<file path="config.mk">
export PLATFORM = sky130hd
export DESIGN_NAME = leve1_ifetch_prefetch
export DESIGN_NICKNAME = d
export VERILOG_FILES = /design/src/rtl/leve1_ifetch_prefetch.sv
export SDC_FILE = /design/constraint.sdc
export NUM_CORES = 1
export LEC_CHECK = 0
export ABC_AREA = 1
export BUFFER_PORTS_ARGS = -buffer_cell sky130_fd_sc_hd__clkbuf_2
export CORE_AREA = 2 2 264 266
export DETAILED_ROUTE_END_ITERATION = 8
export DIE_AREA = 0 0 266 268
export HOLD_SLACK_MARGIN = 0.1
export PLACE_DENSITY_LB_ADDON = 0.2
export SLEW_MARGIN = 20
export SYNTH_ARGS = -nofsm -noshare
export SYNTH_HDL_FRONTEND = slang
export SYNTH_SLANG_ARGS = --single-unit
export TNS_END_PERCENT = 100
</file>
<file path="constraint.sdc">
create_clock -name CLK -period 9.59 [get_ports CLK]
set_clock_uncertainty 0.15 [all_clocks]
set_input_delay 0.4795 -clock CLK [delete_from_list [all_inputs] [get_ports CLK]]
set_output_delay 0.4795 -clock CLK [all_outputs]
set_load 0.01 [all_outputs]
</file>
<file path="src/rtl/leve1_ifetch_prefetch.sv">
// leve1_ifetch_prefetch
//   Sequential instruction prefetcher. Issues in-order 32-bit AXI reads ahead
//   of the core, buffers returned instructions in a small FIFO and presents
//   them to ID on a valid/ready handshake. A redirect from EX flushes the FIFO
//   and arranges for every read still in flight to be discarded on return.
//
// Ports
//   CLK, RST            clock (rising edge), asynchronous active-high reset
//   REDIR_WE/REDIR_PC   redirect strobe and 4-byte aligned target from EX
//   ARVALID/ARREADY/ARADDR       AXI read address channel
//   RVALID/RREADY/RDATA/RRESP    AXI read data channel
//   IF_VALID/IF_READY            handoff handshake to ID
//   IF_PC/IF_INSTR/IF_FAULT      presented instruction, its PC and error flag
module leve1_ifetch_prefetch #(
   parameter int              XLEN     = 32,
   parameter int              DEPTH    = 4,
   parameter logic [XLEN-1:0] RESET_PC = 32'h8000_0000
) (
   input  logic            CLK,
   input  logic            RST,
   input  logic            REDIR_WE,
   input  logic [XLEN-1:0] REDIR_PC,
   output logic            ARVALID,
   input  logic            ARREADY,
   output logic [XLEN-1:0] ARADDR,
   input  logic            RVALID,
   output logic            RREADY,
   input  logic [31:0]     RDATA,
   input  logic [1:0]      RRESP,
   output logic            IF_VALID,
   input  logic            IF_READY,
   output logic [XLEN-1:0] IF_PC,
   output logic [31:0]     IF_INSTR,
   output logic            IF_FAULT
);

   localparam int PW = $clog2(DEPTH);
   // Stale reads are not bounded by DEPTH (each redirect may strand up to a
   // full window), so the in-flight counters carry a few spare bits.
   localparam int CW = PW + 4;
   localparam int EW = XLEN + 33;
   localparam logic [CW-1:0]   DEPTH_C = CW'(DEPTH);
   localparam logic [XLEN-1:0] INC     = XLEN'(4);

   typedef enum logic [1:0] {S_IDLE, S_FETCH, S_HOLD} state_t;

   state_t          state;
   logic [XLEN-1:0] fetch_pc;      // next address to request
   logic [XLEN-1:0] exp_pc;        // PC of the next live beat to be pushed
   logic [CW-1:0]   outstanding;   // all accepted ARs without an R beat yet
   logic [CW-1:0]   drop_cnt;      // how many of those are stale
   logic [CW-1:0]   count;         // FIFO occupancy
   logic [PW-1:0]   rd_ptr, wr_ptr;
   logic [EW-1:0]   mem [DEPTH];

   logic            ar_hs, r_hs, pop, push, drop_beat, stall;
   logic [CW-1:0]   out_n, drop_n, cnt_n;
   logic [XLEN-1:0] fpc_n;
   logic            credit_ok;
   logic [EW-1:0]   push_word;

   assign ar_hs     = ARVALID & ARREADY;
   assign r_hs      = RVALID & RREADY;
   assign pop       = IF_VALID & IF_READY;
   assign drop_beat = r_hs & (drop_cnt != '0);
   // A live beat landing in a redirect cycle belongs to the old stream.
   assign push      = r_hs & (drop_cnt == '0) & ~REDIR_WE;
   assign stall     = ARVALID & ~ARREADY;
   assign out_n     = outstanding + CW'(ar_hs) - CW'(r_hs);
   assign push_word = {exp_pc, RDATA, |RRESP};

   always_comb begin
      drop_n = drop_cnt;
      cnt_n  = count;
      fpc_n  = fetch_pc;
      if (REDIR_WE) begin
         // Everything still in flight after this edge (including an AR
         // accepted on this very edge) belongs to the old stream.
         drop_n = out_n;
         cnt_n  = '0;
         fpc_n  = REDIR_PC;
      end else begin
         // In HOLD the address being handed over is a pre-redirect one.
         drop_n = drop_cnt - CW'(drop_beat) + CW'((state == S_HOLD) && ar_hs);
         cnt_n  = count + CW'(push) - CW'(pop);
         if (state == S_FETCH && ar_hs)
            fpc_n = fetch_pc + INC;
      end
      // Live reads plus buffered entries must never exceed FIFO capacity, so
      // RREADY can stay high unconditionally.
      credit_ok = (cnt_n + out_n - drop_n) < DEPTH_C;
   end

   always_ff @(posedge CLK) begin
      if (push)
         mem[wr_ptr] <= push_word;
   end

   always_ff @(posedge CLK or posedge RST) begin
      if (RST) begin
         state       <= S_IDLE;
         fetch_pc    <= RESET_PC;
         exp_pc      <= RESET_PC;
         outstanding <= '0;
         drop_cnt    <= '0;
         count       <= '0;
         rd_ptr      <= '0;
         wr_ptr      <= '0;
         ARVALID     <= 1'b0;
         ARADDR      <= RESET_PC;
         RREADY      <= 1'b0;
         IF_VALID    <= 1'b0;
         IF_PC       <= '0;
         IF_INSTR    <= '0;
         IF_FAULT    <= 1'b0;
      end else begin
         outstanding <= out_n;
         drop_cnt    <= drop_n;
         count       <= cnt_n;
         fetch_pc    <= fpc_n;
         IF_VALID    <= (cnt_n != '0);

         if (REDIR_WE) begin
            exp_pc <= REDIR_PC;
            rd_ptr <= '0;
            wr_ptr <= '0;
         end else begin
            if (push) begin
               exp_pc <= exp_pc + INC;
               wr_ptr <= wr_ptr + PW'(1);
            end
            if (pop)
               rd_ptr <= rd_ptr + PW'(1);
            // Output registers mirror the FIFO head: advance to the next
            // stored entry on a pop, or take the incoming beat when it is
            // about to become the only entry.
            if (pop && count > CW'(1))
               {IF_PC, IF_INSTR, IF_FAULT} <= mem[rd_ptr + PW'(1)];
            else if (push && cnt_n == CW'(1))
               {IF_PC, IF_INSTR, IF_FAULT} <= push_word;
         end

         case (state)
            S_IDLE: begin
               state   <= S_FETCH;
               RREADY  <= 1'b1;
               ARVALID <= credit_ok;
               ARADDR  <= fpc_n;
            end
            S_FETCH: begin
               if (stall) begin
                  // AR must stay put until accepted; remember the redirect.
                  if (REDIR_WE)
                     state <= S_HOLD;
               end else begin
                  ARVALID <= credit_ok;
                  ARADDR  <= fpc_n;
               end
            end
            S_HOLD: begin
               if (ar_hs) begin
                  state   <= S_FETCH;
                  ARVALID <= credit_ok;
                  ARADDR  <= fpc_n;
               end
            end
            default: state <= S_IDLE;
         endcase
      end
   end

endmodule
</file>
Yosys cells after proc, flatten, opt, wreduce, memory -nomap -nowiden

Memory sizes are Yosys's and may differ from the RTL's.
Index checks and enable logic that the tools add are counted.

Memory bits (writable): 260
Input port bits: 72
Memories: 1
Word-level logic and storage cells: 90
Register bits: 188
Output and inout bits: 100

Multiplexer cells: 28
Add/subtract/negate cells: 12
Order comparisons: 2
Equality and inequality tests: 7
Reductions and logical operators: 16
Bitwise gates (word level): 9

Memories:

| name | depth | bits a word | read ports | clocked after memory_dff | write ports | RTL line | text |
|---|---|---|---|---|---|---|---|
| mem  | 4     | 65          | 1          | 0                        | 1           | 54       | `logic [EW-1:0] mem [DEPTH];` |

Operator list:

| kind                  | count |
|---|---|
| $mux 32               | 10 |
| $pmux 32 s3           | 1 |
| $add 32x3->32 const B | 2 |
| $add 6x1->6           | 3 |
| $sub 6x1->6           | 3 |
| $mux 2                | 7 |
| $mux 6                | 2 |
| $reduce_bool 6->1     | 2 |
| $ne 2x2->1 const B    | 4 |
| $and 1x1->1           | 7 |
| $add 6x6->6           | 1 |
| $eq 6x1->1 const B    | 1 |
| $gt 6x1->1 const B    | 1 |
| $logic_not 6->1       | 1 |
| $lt 6x3->1 const B    | 1 |
| $mux 1                | 6 |
| $pmux 2 s3            | 1 |
| $reduce_and 3->1      | 2 |
| $reduce_bool 2->1     | 3 |
| $sub 6x6->6           | 1 |
| $add 2x1->2 const B   | 2 |
| $logic_and 1x1->1     | 4 |
| $pmux 1 s3            | 1 |
| $reduce_bool 3->1     | 1 |
| other kinds (6)       | 7 |

Logic depth before layout (Yosys ltp)

Depth after elaboration: 11
Gate-level depth with buffers: 32
Mapped depth without buffers: 32

Worst setup path before layout

OpenSTA, ideal clock, no wires.

Path type: register to register
Start point: register drop_cnt[2]
End point: memory mem[0][0] (netlist bit) (enable)
Setup time: 0.488 ns
Slack: 4.943 ns
Required time: 8.952 ns
Arrival: 4.008 ns
Clock period less this slack: 4.647 ns
Buffers on the path: 0
Stages on the path, launching flop included: 9
Cells stage by stage: dfrtp_1 -> inv_1 -> ha_1 -> nand3_1 -> nor2_4 -> inv_1 -> nor2_1 -> inv_1 -> nor2_1

Longest elaborated chain between the ends: 5

Ends and longest elaborated chain:

| element                      | RTL line | text |
|---|---|---|
| from (decl)                  | 51       | `logic [CW-1:0] drop_cnt;` |
| from (signal assigned)       | 118      | `drop_cnt <= drop_n;` |
| $logic_not 6->1              | 67       | `assign push = r_hs & (drop_cnt == '0) & ~REDIR_WE;` |
| $and 1x1->1 (2 in series)    | 67       |  |
| $mux 1                       | 95       | `if (push)` |
| $mux 1 (not written as such) | 96       | `mem[wr_ptr] <= push_word;` |
| to (decl)                    | 54       |  |

Every way passes these cells.

Worst setup path after layout

Start point: register drop_cnt[2]
End point: register ARVALID

Longest elaborated chain between the ends: 11
Elaborated cells on any way between the ends: 17
Those cells by class: 6 x add/sub; 1 x order compare; 5 x mux; 3 x bitwise; 2 x reduce/logical

Ends and longest elaborated chain:

| element                       | RTL line | text |
|---|---|---|
| $logic_not 6->1 (*)           | 67       |  |
| $and 1x1->1 (*) (2 in series) | 67       |  |
| $add 6x1->6 (*)               | 85       | `cnt_n = count + CW'(push) - CW'(pop);` |
| $sub 6x1->6 (*)               | 85       |  |
| $mux 6 (*)                    | 76       | `if (REDIR_WE) begin` |
| named net cnt_n[4]            | 57       | `logic [CW-1:0] out_n, drop_n, cnt_n;` |
| $add 6x6->6 (*)               | 91       | `credit_ok = (cnt_n + out_n - drop_n) < DEPTH_C;` |
| $sub 6x6->6 (*)               | 91       |  |
| $lt 6x3->1 (*)                | 91       |  |
| $mux 1 (on tied branches)     | 161, 151 |  |
| $pmux 1 s3 (*)                | 143      | `case (state)` |
| to (signal assigned)          | 147      | `ARVALID <= credit_ok;` |
| to (signal assigned)          | 156      | `ARVALID <= credit_ok;` |
| to (signal assigned)          | 163      | `ARVALID <= credit_ok;` |
| to (decl)                     | 23       | `output logic ARVALID,` |

The timed path passes the listed nets; every way through them passes the cells marked *. The select of a mux whose other input is x is not followed.
A chain may end at the register's enable or synchronous reset.

==> parameters.txt <==
Parameter                              Value

Outcome
  Run status ... complete, no violations

Floorplan
  Area of the core ... just under 70000 µm²
  Chip Height ... 268 µm
  Die span in x ... 266 µm
  Starting Density ... 29.89%
  # rows ... 96
  Die area ... 71290 µm²
  IO Count ... 172

Timing
  Fmax ... 194.3 MHz
  Slew margin rel. ... 31.84%
  Worst-case setup margin in the final layout ... 4.442 ns
  Max Transition Viols Final ... 0
  Final-layout worst hold slack ... 0.1545 ns
  Post-route minimum period ... 5.148 ns
  Actual transition at the worst max-transition pin ... 1.020 ns
  Setup-violating endpoint count in the final report ... 0
  Final critical-path share of the clock period ... a little over half
  Hold Fails Final Rpt ... 0
  Setup TNS ... 0 ns
  RSZ-0062 raised after global routing ... no

Placed design
  Count of buffers inserted at the top-level ports ... 171
  Pre-CTS WS ... 4.373 ns
  Post-detailed-placement half-perimeter wirelength ... roughly 38000 µm
  Placer congestion estimate ... 0.8738

Layout
  Proportion of layout cells with a drive suffix above 1 ... 13.25%
  Number of fillers in the final layout ... 6932
  Post-synthesis to final-layout area growth ... 19.76%
  Antenna Cells ... 0
  Post-layout utilization of the core ... 35.80%
  Layout Nets ... 2411

Synthesis
  Sequential cell area fraction in the yosys report ... 61.37%
  Fraction of registers with async set or reset after synthesis ... a little over two fifths
  Largest area contributor in the netlist ... sky130_fd_sc_hd__edfxtp_1
  Average size of a mapped cell ... between 9 and 10 µm²
  Area fraction of the dominant cell type after synthesis ... 38.28%
  Distinct cells, synth ... 43
  Total of warnings raised by yosys ... 0
  Instance count of the mapped netlist ... 2089
  Net Count, Synth ... ~2200
  Number of storage elements in the synthesis netlist ... 448
  Cell types occupying the most area after synthesis ... sky130_fd_sc_hd__edfxtp_1, sky130_fd_sc_hd__dfrtp_1, sky130_fd_sc_hd__nand2_1
  Number of enable flip-flop cells after synthesis ... 260
  Prevailing post-synth register cell ... sky130_fd_sc_hd__edfxtp_1
  Mapped Area ... 20390 µm²

Routing
  Drt wl/cell ... 18.52 µm
  Initial drt markers ... about 1200
  Number of routed nets with antenna violations ... 0
  Total via count in the routed design ... approximately 15000
  Pre-antenna DRT Iters ... 5
  Drt drc ... 0
  Ratio of routed vias to standard cells ... 4.770
  Routed wire length ... 59690 µm

Worst setup path
  Timing startpoint of the critical path ... drop_cnt[2]
  R2R Path Start ... drop_cnt[2]
  Critical path buffer and inverter count ... 6
  Worst Setup End Kind ... flip-flop
  Largest stage delay, worst path ... about 0.43 ns
  Max stage delay cell, worst path ... sky130_fd_sc_hd__fa_1
  Cell type group with the largest total delay on the critical path ... adder cells
  Worst setup path class ... flip-flop to flip-flop
  CP Data Required Time ... 9.93 ns
  Signal arrival time at the worst endpoint ... 5.49 ns
  Most common cell on crit path ... sky130_fd_sc_hd__nand2_1
  CP startpoint kind ... flip-flop
  Largest fanout on the critical path ... 8

GRT
  Largest net degree at the start of global routing ... 84
  Vias in the first global route ... 15467
  Remaining global-route overflow ... 0
  GRT Resource Usage Total ... 16.82%
  First-pass GRT wire length ... approximately 93000 µm
  Fraction of met1 tracks used by global routing ... 24.02%
  Layer with the highest usage ... met2
  Met3 usage ... 2.080%
  Met2 demand-to-capacity share in global routing ... a little over a quarter
  Number of antenna violations at the first check in global routing ... 1

Worst hold path
  Launch instance of the worst min-delay path ... IF_READY
  Min-Delay Path Class ... input port to flip-flop

CTS
  Total CTS buffers ... 50
  Clock root buffer ... sky130_fd_sc_hd__clkbuf_16
  Clock edge transition at the registers on the reported setup and hold paths ... about 0.060 ns
  Insertion delay to the later sink of the worst-skew pair ... ~0.61 ns
  Gates resized, CTS repair ... 0
  Clock tree from TritonCTS ... built
  Number of clock sinks ... 448
  Clock H-tree levels ... 2
  Clk buf depth ... 3

Job
  Max_cap viols ... 0

Power and ir drop
  Total chip power ... 6.759 mW
  Worst IR drop on VDD ... 0.2448 mV
  Leakage dissipation ... 10.47 nW
  Power density over the cells ... 276.7 nW/µm²
## cell usage after synthesis, types with 20 or more instances
master,number
sky130_fd_sc_hd__inv_1,140
sky130_fd_sc_hd__nor2_1,156
sky130_fd_sc_hd__a21oi_1,213
sky130_fd_sc_hd__a31oi_1,37
sky130_fd_sc_hd__dfrtp_1,185
sky130_fd_sc_hd__nand2_1,617
sky130_fd_sc_hd__a22oi_1,43
sky130_fd_sc_hd__nor3_1,20
sky130_fd_sc_hd__nand3_1,123
sky130_fd_sc_hd__buf_2,40
sky130_fd_sc_hd__clkbuf_1,32
sky130_fd_sc_hd__o21ai_0,40
sky130_fd_sc_hd__edfxtp_1,260
sky130_fd_sc_hd__ha_1,33
## registers in the layout, indices dropped and copies added, names as in the netlist, 2 cells and up
name / flops
ARADDR: 32
wr_ptr: 2
fetch_pc: 32
outstanding: 6
state: 2
rd_ptr: 2
exp_pc: 32
drop_cnt: 6
IF_PC: 32
count: 6
mem: 260
IF_INSTR: 32
## final cells by class
class                      instances  area, µm²  share of cell area [%]
clock buffer                      70       1418                   5.804
multi-input combinational       1399       6890                   28.21
tap                              882       1104                   4.518
inverter                         144      553.0                   2.264
sequential                       448      12520                   51.25
timing repair buffer             256       1657                   6.783
clock inverter                    23      286.5                   1.173
## stage by stage
stage               std cells  area, µm²
floorplan                2089      20390
global placement         3064      22070
detailed placement       3064      22070
finish                   3222      24420
CTS                      3222      24420
global route             3222      24420
## tightest hold or removal path: stages
cell	delay, ns
sky130_fd_sc_hd__clkbuf_2	0.07
sky130_fd_sc_hd__nand2_1	0.13
sky130_fd_sc_hd__nand2_1	0.11
sky130_fd_sc_hd__o21ai_0	0.07
## what timing repair did
item	4_1_cts	5_1_grt
setup buffers	0	0
endpoints found under the setup margin	0	0
hold endpoints to repair	273	0
hold buffers	65	0
## cells in the final DEF (no fill, tap or decap), drive strengths merged, types with 5 or more instances in the layout
| cell type | n |
|---|---|
| dfrtp | 185 |
| xor2 | 19 |
| bufinv | 5 |
| o21ai | 46 |
| nor3 | 21 |
| inv | 141 |
| edfxtp | 260 |
| ha | 33 |
| buf | 20 |
| a22oi | 43 |
| clkinv | 20 |
| nand4 | 16 |
| fa | 7 |
| dlygate4sd3 | 65 |
| nand3b | 5 |
| o211ai | 7 |
| nand3 | 126 |
| nor2 | 169 |
| a21oi | 213 |
| a22o | 11 |
| a31oi | 37 |
| xnor2 | 7 |
| clkbuf | 241 |
| nand2 | 624 |
## worst paths after layout
kind | slack [ns] | end | depth (start not counted)
worst max-delay path | 4.44 | ARVALID | 32
worst min-delay path | 0.15 | rd_ptr[0] | 4
worst max register to register | 4.44 | ARVALID | 32
worst min register to register | 0.31 | fetch_pc[1] | 2
max in group asynchronous | 6.95 | IF_PC[4] | 5
min in group asynchronous | 0.35 | ARADDR[21] | 3
## power by group
group / leakage [nW] / internal, mW / switching (mW)
combinational: 5.02 / 0.825 / 1.47
sequential: 4.62 / 2.30 / 0.189
clock: 0.834 / 1.17 / 0.807
## cells by family (layout without fill, tap and decap cells)
group,after synthesis,in the layout,share of synthesized area (%)
adders and majority gates,40,40,2.712
and+or+nand+nor,965,965,19.50
xor gates and xnor gates,26,26,1.117
buffers and inverters,242,493,5.068
DFF,448,448,61.37
AOI/OAI and AO/OA,368,368,10.23
## layer usage
layer | part of all wire, % | vias up
met1 | 48 | 7443
met5 | 0 | -
met2 | 46 | 358
li1 | - | 7492
met3 | 4.2 | 75
met4 | 1.8 | 0
No activity file was read; power rests on OpenSTA's default activity.
